[src/rtl/dds_pkg.sv]
// Shared constants for the SPI command decoder: opcodes,
// payload lengths, decoder state encoding.
package dds_pkg;

    localparam logic [3:0] OP_NOP      = 4'h0;
    localparam logic [3:0] OP_SET_FREQ = 4'h1;
    localparam logic [3:0] OP_SET_ENV  = 4'h2;
    localparam logic [3:0] OP_SET_WAVE = 4'h3;

    localparam logic [1:0] PAY_LEN_NOP  = 2'd0;
    localparam logic [1:0] PAY_LEN_FREQ = 2'd2;
    localparam logic [1:0] PAY_LEN_ENV  = 2'd1;
    localparam logic [1:0] PAY_LEN_WAVE = 2'd1;

    typedef enum logic [1:0] {
        IDLE = 2'd0,
        PAY1 = 2'd1,
        PAY2 = 2'd2
    } state_t;

    function automatic logic op_valid(input logic [3:0] op);
        return (op <= OP_SET_WAVE);
    endfunction

    function automatic logic [1:0] pay_len(input logic [3:0] op);
        case (op)
            OP_NOP:      return PAY_LEN_NOP;
            OP_SET_FREQ: return PAY_LEN_FREQ;
            OP_SET_ENV:  return PAY_LEN_ENV;
            OP_SET_WAVE: return PAY_LEN_WAVE;
            default:     return PAY_LEN_NOP;
        endcase
    endfunction

endpackage

[src/rtl/sync_2ff.sv]
// Two-flop synchronizer for a single asynchronous input,
// with a configurable reset value.
module sync_2ff #(
    parameter logic RST_VAL = 1'b1
) (
    input  logic clk,
    input  logic nreset,
    input  logic i_async,
    output logic o_sync
);

    logic r_meta;
    logic r_sync;

    always_ff @(posedge clk or negedge nreset) begin
        if (!nreset) begin
            r_meta <= RST_VAL;
            r_sync <= RST_VAL;
        end else begin
            r_meta <= i_async;
            r_sync <= r_meta;
        end
    end

    assign o_sync = r_sync;

endmodule

[src/rtl/spi_cmd_decoder.sv]
// Turns the spi_slave byte stream into per-voice frequency and
// envelope registers plus a global waveform select.
module spi_cmd_decoder
    import dds_pkg::*;
#(
    parameter int         NUM_VOICES     = 8,
    parameter logic [2:0] WAVE_SEL_RESET = 3'd1,
    parameter int         ERR_CNT_W      = 8
) (
    input  logic                    clk,
    input  logic                    nreset,
    input  logic                    rx_valid,
    input  logic [7:0]              rx_data,
    output logic                    rx_ready,
    input  logic                    spi_nss,
    output logic [16*NUM_VOICES-1:0] freq_bus,
    output logic [8*NUM_VOICES-1:0]  env_bus,
    output logic [2:0]              wave_sel,
    output logic [NUM_VOICES-1:0]   freq_upd,
    output logic [NUM_VOICES-1:0]   env_upd,
    output logic [ERR_CNT_W-1:0]    err_cnt,
    output logic                    busy
);

    state_t                   r_state;
    logic [3:0]               r_op;
    logic [2:0]               r_voice;
    logic [7:0]               r_hi;
    logic                     r_nss_d;
    logic                     r_rx_ready;
    logic                     r_busy;
    logic [2:0]               r_wave;
    logic [ERR_CNT_W-1:0]     r_err;
    logic [16*NUM_VOICES-1:0] r_freq;
    logic [8*NUM_VOICES-1:0]  r_env;
    logic [NUM_VOICES-1:0]    r_freq_upd;
    logic [NUM_VOICES-1:0]    r_env_upd;

    logic                 w_nss;
    logic                 w_nss_rise;
    logic                 w_nss_fall;
    logic                 w_take;
    logic                 w_voice_ok;
    logic [ERR_CNT_W-1:0] w_err_inc;
    logic [3:0]           w_op;

    sync_2ff #(.RST_VAL(1'b1)) u_nss_sync (
        .clk     (clk),
        .nreset  (nreset),
        .i_async (spi_nss),
        .o_sync  (w_nss)
    );

    assign w_nss_rise = w_nss & ~r_nss_d;
    assign w_nss_fall = ~w_nss & r_nss_d;
    assign w_take     = rx_valid & r_rx_ready;
    assign w_voice_ok = int'(r_voice) < NUM_VOICES;
    assign w_err_inc  = (&r_err) ? r_err : r_err + 1'b1;
    assign w_op       = rx_data[7:4];

    always_ff @(posedge clk or negedge nreset) begin
        if (!nreset) begin
            r_state    <= IDLE;
            r_op       <= OP_NOP;
            r_voice    <= '0;
            r_hi       <= '0;
            r_nss_d    <= 1'b1;
            r_rx_ready <= 1'b0;
            r_busy     <= 1'b0;
            r_wave     <= WAVE_SEL_RESET;
            r_err      <= '0;
            r_freq     <= '0;
            r_env      <= '0;
            r_freq_upd <= '0;
            r_env_upd  <= '0;
        end else begin
            r_nss_d    <= w_nss;
            r_rx_ready <= 1'b1;
            r_freq_upd <= '0;
            r_env_upd  <= '0;
            // frame edges win over any byte arriving in the same cycle
            if (w_nss_fall) begin
                r_state <= IDLE;
                r_busy  <= 1'b0;
            end else if (w_nss_rise) begin
                if (r_state != IDLE) begin
                    r_err <= w_err_inc;
                end
                r_state <= IDLE;
                r_busy  <= 1'b0;
            end else if (w_take) begin
                unique case (r_state)
                    IDLE: begin
                        if (rx_data[3] || !op_valid(w_op)) begin
                            r_err <= w_err_inc;
                        end else if (pay_len(w_op) != PAY_LEN_NOP) begin
                            r_op    <= w_op;
                            r_voice <= rx_data[2:0];
                            r_state <= PAY1;
                            r_busy  <= 1'b1;
                        end
                    end
                    PAY1: begin
                        if (r_op == OP_SET_FREQ) begin
                            r_hi    <= rx_data;
                            r_state <= PAY2;
                        end else begin
                            if (r_op == OP_SET_WAVE) begin
                                r_wave <= rx_data[2:0];
                            end else if (!w_voice_ok) begin
                                r_err <= w_err_inc;
                            end else begin
                                for (int v = 0; v < NUM_VOICES; v++) begin
                                    if (r_voice == 3'(v)) begin
                                        r_env[8*v +: 8] <= rx_data;
                                        r_env_upd[v]    <= 1'b1;
                                    end
                                end
                            end
                            r_state <= IDLE;
                            r_busy  <= 1'b0;
                        end
                    end
                    PAY2: begin
                        if (!w_voice_ok) begin
                            r_err <= w_err_inc;
                        end else begin
                            for (int v = 0; v < NUM_VOICES; v++) begin
                                if (r_voice == 3'(v)) begin
                                    r_freq[16*v +: 16] <= {r_hi, rx_data};
                                    r_freq_upd[v]      <= 1'b1;
                                end
                            end
                        end
                        r_state <= IDLE;
                        r_busy  <= 1'b0;
                    end
                    default: begin
                        r_state <= IDLE;
                        r_busy  <= 1'b0;
                    end
                endcase
            end
        end
    end

    assign rx_ready = r_rx_ready;
    assign freq_bus = r_freq;
    assign env_bus  = r_env;
    assign wave_sel = r_wave;
    assign freq_upd = r_freq_upd;
    assign env_upd  = r_env_upd;
    assign err_cnt  = r_err;
    assign busy     = r_busy;

endmodule

[config.mk]
export PLATFORM = sky130hd
export DESIGN_NAME = spi_cmd_decoder
export DESIGN_NICKNAME = d
export VERILOG_FILES = /design/src/rtl/dds_pkg.sv /design/src/rtl/sync_2ff.sv /design/src/rtl/spi_cmd_decoder.sv
export SDC_FILE = /design/constraint.sdc
export NUM_CORES = 1
export LEC_CHECK = 0
export CAP_MARGIN = 15
export CORE_MARGIN = 3
export CORE_UTILIZATION = 50
export CTS_CLUSTER_SIZE = 25
export DETAILED_ROUTE_END_ITERATION = 10
export MAX_ROUTING_LAYER = met4
export PLACE_DENSITY = 0.81
export SYNTH_ARGS = -nofsm -noshare
export SYNTH_HDL_FRONTEND = slang
export SYNTH_HIERARCHICAL = 1
export SYNTH_SLANG_ARGS = --single-unit
export TNS_END_PERCENT = 5
[constraint.sdc]
create_clock -name clk -period 5.71 [get_ports clk]
set_clock_uncertainty 0.1 [all_clocks]
set_input_delay 0.8565 -clock clk [delete_from_list [all_inputs] [get_ports clk]]
set_output_delay 0.8565 -clock clk [all_outputs]
set_load 0.05 [all_outputs]
# [Word level (Yosys, flattened, before mapping)]
# Cells that the tools add are included.
[totals] elab_cells=137 regBits=241 out_inout_bits=221 input_bits=12
[classes] bitwise_logic=10 mux=44 reduce_logical=34 n_eq_ne=18 order_cmp=1 add_sub_neg=1
[op_table] operator="$mux W8" count=16
[op_table] operator="$reduce_and A7 Y1" count=8
[op_table] operator="$reduce_and A5 Y1" count=10
[op_table] operator="$mux W2" count=11
[op_table] operator="$mux W1" count=14
[op_table] operator="$eq A3 B3 Y1 const B" count=4
[op_table] operator="$eq A4 B2 Y1 const B" count=3
[op_table] operator="$ne A4 B4 Y1 const B" count=3
[op_table] operator="$reduce_and A6 Y1" count=2
[op_table] operator="$reduce_bool A2 Y1" count=5
[op_table] operator="$add A8 B1 Y8 const B" count=1
[op_table] operator="$eq A4 B1 Y1 const B" count=2
[op_table] operator="$pmux W2 S2" count=2
[op_table] operator="$reduce_and A8 Y1" count=1
[op_table] operator="$not A1 Y1" count=7
[op_table] operator="$eq A3 B2 Y1 const B" count=2
[op_table] operator="$le A4 B2 Y1 const B" count=1
[op_table] operator="$reduce_and A4 Y1" count=1
[op_table] operator="$and A1 B1 Y1" count=3
[op_table] operator="$eq A3 B1 Y1 const B" count=1
[op_table] operator="$logic_not A3 Y1" count=1
[op_table] operator="$reduce_and A3 Y1" count=1
[op_table] operator="$reduce_bool A3 Y1" count=1
[op_table] operator="$eq A2 B1 Y1 const B" count=1
[op_table] operator="7 further kinds" count=7

# [Logic depth before layout (Yosys ltp)]
[logic_depth] word_depth=15 ltp_mapped=8 depth_no_buf=6

# [Cells and area by module]
# The synthesis kept the hierarchy.
[by_module_without_submodules] mod="spi_cmd_decoder" n_inst=1 area_each_um2=9297.7 seq_area_each_um2=5983.2 cells_each=590
[by_module_without_submodules] mod="sync_2ff" n_inst=1 area_each_um2=52.6 seq_area_each_um2=52.6 cells_each=2

# [Worst setup path before layout]
# No wires, ideal clock.
[synth_path] path_kind="input -> register" startpoint="in rx_data[6]" endpoint="reg r_err[1] (netlist: err_cnt[1])" t_required_ns=5.485 stages=5 t_arrival_ns=2.138 path_slack_ns=3.348 path_cell_list="clkbuf_1 nor4_1 a211oi_2 a21boi_2 mux2_2"
[synth_via] elab_chain_cells=5
[synth_rtl] element="start: declaration" line_no="spi_cmd_decoder.sv:13" text="input logic [7:0] rx_data,"
[synth_rtl] element="$le A4 B2 Y1" line_no="dds_pkg.sv:22" text="return (op <= OP_SET_WAVE);"
[synth_rtl] element="$logic_not A1 Y1" line_no="spi_cmd_decoder.sv:94" text="if (rx_data[3] || !op_valid(w_op)) begin"
[synth_rtl] element="$logic_or A1 B1 Y1" line_no="spi_cmd_decoder.sv:94"
[synth_rtl] element="$reduce_bool A2 Y1 (no line)"
[synth_rtl] element="$reduce_and A5 Y1 (no line)"
[synth_rtl] element="end signal: assignment" line_no="spi_cmd_decoder.sv:87" text="r_err <= w_err_inc;"
[synth_rtl] element="end signal: assignment" line_no="spi_cmd_decoder.sv:95" text="r_err <= w_err_inc;"
[synth_rtl] element="end signal: assignment" line_no="spi_cmd_decoder.sv:111" text="r_err <= w_err_inc;"
[synth_rtl] element="end: declaration" line_no="spi_cmd_decoder.sv:33" text="logic [ERR_CNT_W-1:0] r_err;"
# Every way passes these cells.
# A chain may end at the register's enable or synchronous reset.

# [Worst setup path in the final report]
[layout_path] startpoint="reg r_nss_d" endpoint="reg r_freq[14] (netlist: freq_bus[14])"
[layout_via] elab_chain_cells=4
[layout_rtl] element="start: declaration" line_no="spi_cmd_decoder.sv:29" text="logic r_nss_d;"
[layout_rtl] element="start signal: assignment" line_no="spi_cmd_decoder.sv:77" text="r_nss_d <= w_nss;"
[layout_rtl] element="$not A1 Y1" line_no="spi_cmd_decoder.sv:54" text="assign w_nss_rise = w_nss & ~r_nss_d;"
[layout_rtl] element="$and A1 B1 Y1" line_no="spi_cmd_decoder.sv:54"
[layout_rtl] element="$not A1 Y1 (no line)"
[layout_rtl] element="$reduce_and A5 Y1 (no line) *"
[layout_rtl] element="end signal: indexed assignment" line_no="spi_cmd_decoder.sv:130" text="r_freq[16*v +: 16] <= {r_hi, rx_data};"
[layout_rtl] element="end: declaration" line_no="spi_cmd_decoder.sv:34" text="logic [16*NUM_VOICES-1:0] r_freq;"
# Mark *: on every way between the ends. The rest lies on a longest branch, timed or not.

==> results by group <==
Yosys
  • Most used flip-flop cell after synthesis: dfrtp_1
  • Top cell type by total area after synthesis: dfrtp_1
  • Synthesized area divided by synthesized cell count: ~16 um^2
  • Yosys reg bits: 241
  • Sequential share of the synthesized area: 0.646
  • Area share of the largest cell type after synthesis: 0.634
  • Area contributors post-synth: dfrtp_1 63%, mux2_2 24%, mux2_4 1.3%
  • Net count of the mapped netlist: 607
  • Mapped cell area: just over 9000 um^2
  • Ys Warns: 6
  • Distinct cell type count of the synthesized netlist: 47
  • Number of standard cells after synthesis: 592
  • Proportion of synthesized flip-flops having asynchronous set or reset: 1.00
  • Number of enable flip-flop cells after synthesis: 0

CTS
  • Root buffer cell: clkbuf_16
  • Post-CTS Resized: 0
  • Setup Buffers After CTS: 0
  • Clock H-tree levels: 1
  • CTS Buffer Depth: 3
  • TritonCTS buffer count: 25
  • Clock latency reported for the late side of the worst-skew pair: 0.51 ns
  • Hold_buf cts: 0
  • CTS sink cnt: approximately 240
  • Clock edge transition at the registers on the reported setup and hold paths: 0.06 ns
  • Clock tree from TritonCTS: done

STA
  • Worst slew margin: 0.307
  • Worst Tran Pin Value: 1.04 ns
  • Setup repair after global routing missed its margin: no
  • Setup TNS: 0 ns
  • Final Worst Setup Slack: 2.74 ns
  • Fin crit share: 0.520
  • Number of max-slew violations in the final report: 0
  • Final setup violating endpoints: 0
  • Minimum hold slack: between 0.2 and 0.3 ns
  • Final period demand of the worst path: 2.97 ns
  • Hold Violations, Final: 0
  • Fmax: 337 MHz

Detailed routing
  • Mean routed wirelength per cell: 22.8 um
  • First-pass DRT Iterations: 6
  • Residual antenna-violating net count after detailed routing: 0
  • Post-route DRC: 0
  • Vias after detailed routing: 5891
  • Drt initial violations: ~230
  • Via density per instance: roughly 5.5
  • Wire length reported by the detailed router: about 24000 um

Pwr
  • Internal portion of total power: 3.13 mW
  • Part of the power in registers: 0.440
  • Worst supply voltage drop on vdd: 343 uV
  • Comb power frac: 0.183
  • Switching portion of total power: 0.293
  • Switch Pwr: 1.30 mW
  • Clock share of power: 0.377
  • Cell leakage power: 5.95 nW
  • Design Power: 4.43 mW
  • Power per cell area: 350 nW/um^2

Setup path
  • CP max stage delay: 0.87 ns
  • Worst-path cell with the longest stage delay: nor2_2
  • Worst EP arrival: 3.25 ns
  • Highest fanout seen on the critical path: 16
  • Crit start category: flop
  • Cells along the critical path: inv_1, ha_1, nand4_1, nor2_2, mux2_2
  • Category of the most critical setup path: flop to flop
  • Required time reported for the critical path endpoint: 5.99 ns
  • Kind of cell adding the most delay to the critical path: simple AND/OR/NAND/NOR gates
  • Crit. End Element: flop
  • Worst path buffer plus inverter count: 1

Finish
  • Most used cells in the layout excluding fill and tap cells: 237 x dfrtp_1, 231 x clkdlybuf4s50_1, 201 x mux2_2
  • Final core area utilization: 0.698
  • Post-Layout Cell Count: 1063
  • Share of cells above drive strength 1: 0.329
  • P&R area growth vs syn: 35.4%
  • Most common library cell in the layout ignoring fill and taps: dfrtp_1
  • Count of antenna diodes in the layout: 0
  • Net count of the finished layout: 832
  • Area of all placed cells without fillers: about 13000 um^2

Outcome
  • Outcome: completed

Global route
  • Number of global-route vias before repair: 6452
  • Aggregate global-route resource usage: 0.244
  • Antenna violations before repair: 0
  • Largest net degree at the start of global routing: between 100 and 150
  • Total grt overflow: 0
  • First-pass GRT wire length: 37400 um

Floorplanning
  • Initial Utilization: 0.515
  • Boundary pin count: between 200 and 250
  • Die W: 143 um
  • Core area: ~18000 um^2
  • Number of placement rows: 49
  • Total Die Area: 20400 um^2
  • Overall die height: 143 um

Job
  • Max cap viols: 0

Hold path
  • Worst hold path class: flop to flop

Placement
  • Weighted congestion at the end of routability-driven global placement: between 0.8 and 0.9
  • Half-perimeter wire length of the detailed placement result: 16200 um
  • Post-placement setup slack: between 2 and 2.5 ns
  • Number of placed instances, taps included: roughly 1000
  • Quantity of I/O buffers inserted on ports: 232
  • Cell area reported after detailed placement: 11800 um^2
## registers in the layout, summed over array words and instances (netlist names)
register and count:
rx_ready 1, env_bus 64, wave_sel 3, u_nss_sync/r_meta 1
freq_upd 8, freq_bus 128, env_upd 8, r_state 2
u_nss_sync/o_sync 1, err_cnt 8, r_nss_d 1, r_hi 8
r_op 4, r_voice 3, busy 1
## worst paths after layout
kind,end,cells past startpoint,slack [ns],startpoint
max in group asynchronous,r_hi[5]$_DFFE_PN0P_,2,3.79,nreset
hold reg to reg,u_nss_sync/o_sync$_DFF_PN1_,0,0.26,u_nss_sync/r_meta$_DFF_PN1_
min in group asynchronous,env_bus[53]$_DFFE_PN0P_,1,0.31,nreset
setup reg to reg,freq_bus[14]$_DFFE_PN0P_,5,2.74,r_nss_d$_DFF_PN1_
hold / removal,u_nss_sync/o_sync$_DFF_PN1_,0,0.26,u_nss_sync/r_meta$_DFF_PN1_
setup / recovery,freq_bus[14]$_DFFE_PN0P_,5,2.74,r_nss_d$_DFF_PN1_
## area by class of cell
cell class	instances	area, um^2
sequential	241	6040
fill	1230	5490
multi-input combinational	311	3130
timing repair buffer	235	2350
clock buffer	36	707
tap	229	287
clock inverter	8	143
inverter	3	11.3
## cells by family after synthesis
family / Yosys count / share of synthesized area
and+or+nand+nor: 75 / 0.0558
DFF: 241 / 0.646
buffers and inverters: 40 / 0.0201
other: 1 / 0.000401
AOI/OAI and AO/OA: 17 / 0.0132
muxes: 211 / 0.257
adders and majority gates: 3 / 0.00401
xor gates and xnor gates: 4 / 0.00375
## synth_stat cells (4+ instances only)
| master | instances |
|---|---|
| mux2_4 | 8 |
| dfrtp_1 | 237 |
| clkbuf_1 | 14 |
| nand2b_1 | 6 |
| nor4_4 | 5 |
| buf_1 | 5 |
| nand3_1 | 4 |
| nand2_1 | 6 |
| dfstp_2 | 4 |
| buf_4 | 6 |
| nand4_1 | 6 |
| nor2_1 | 18 |
| mux2_2 | 201 |
| a21oi_1 | 6 |
| buf_2 | 12 |
| nor2_2 | 7 |
## per-layer routing
layer,part of all wire,global-route usage
met1,0.41,0.303
met2,0.52,0.424
met3,0.052,0.0382
met4,0.018,0.0565
met5,0,-
## power by group through the flow
stage	logic, mW	clock network, mW	registers, mW
after global routing	0.843	1.77	1.96
final	0.811	1.67	1.95
after CTS	0.818	1.70	1.95
after floorplan	0.203	0	2.26
after detailed placement	0.815	0	1.97
after global placement	0.799	0	1.96
(Power assumes the default switching activity.)
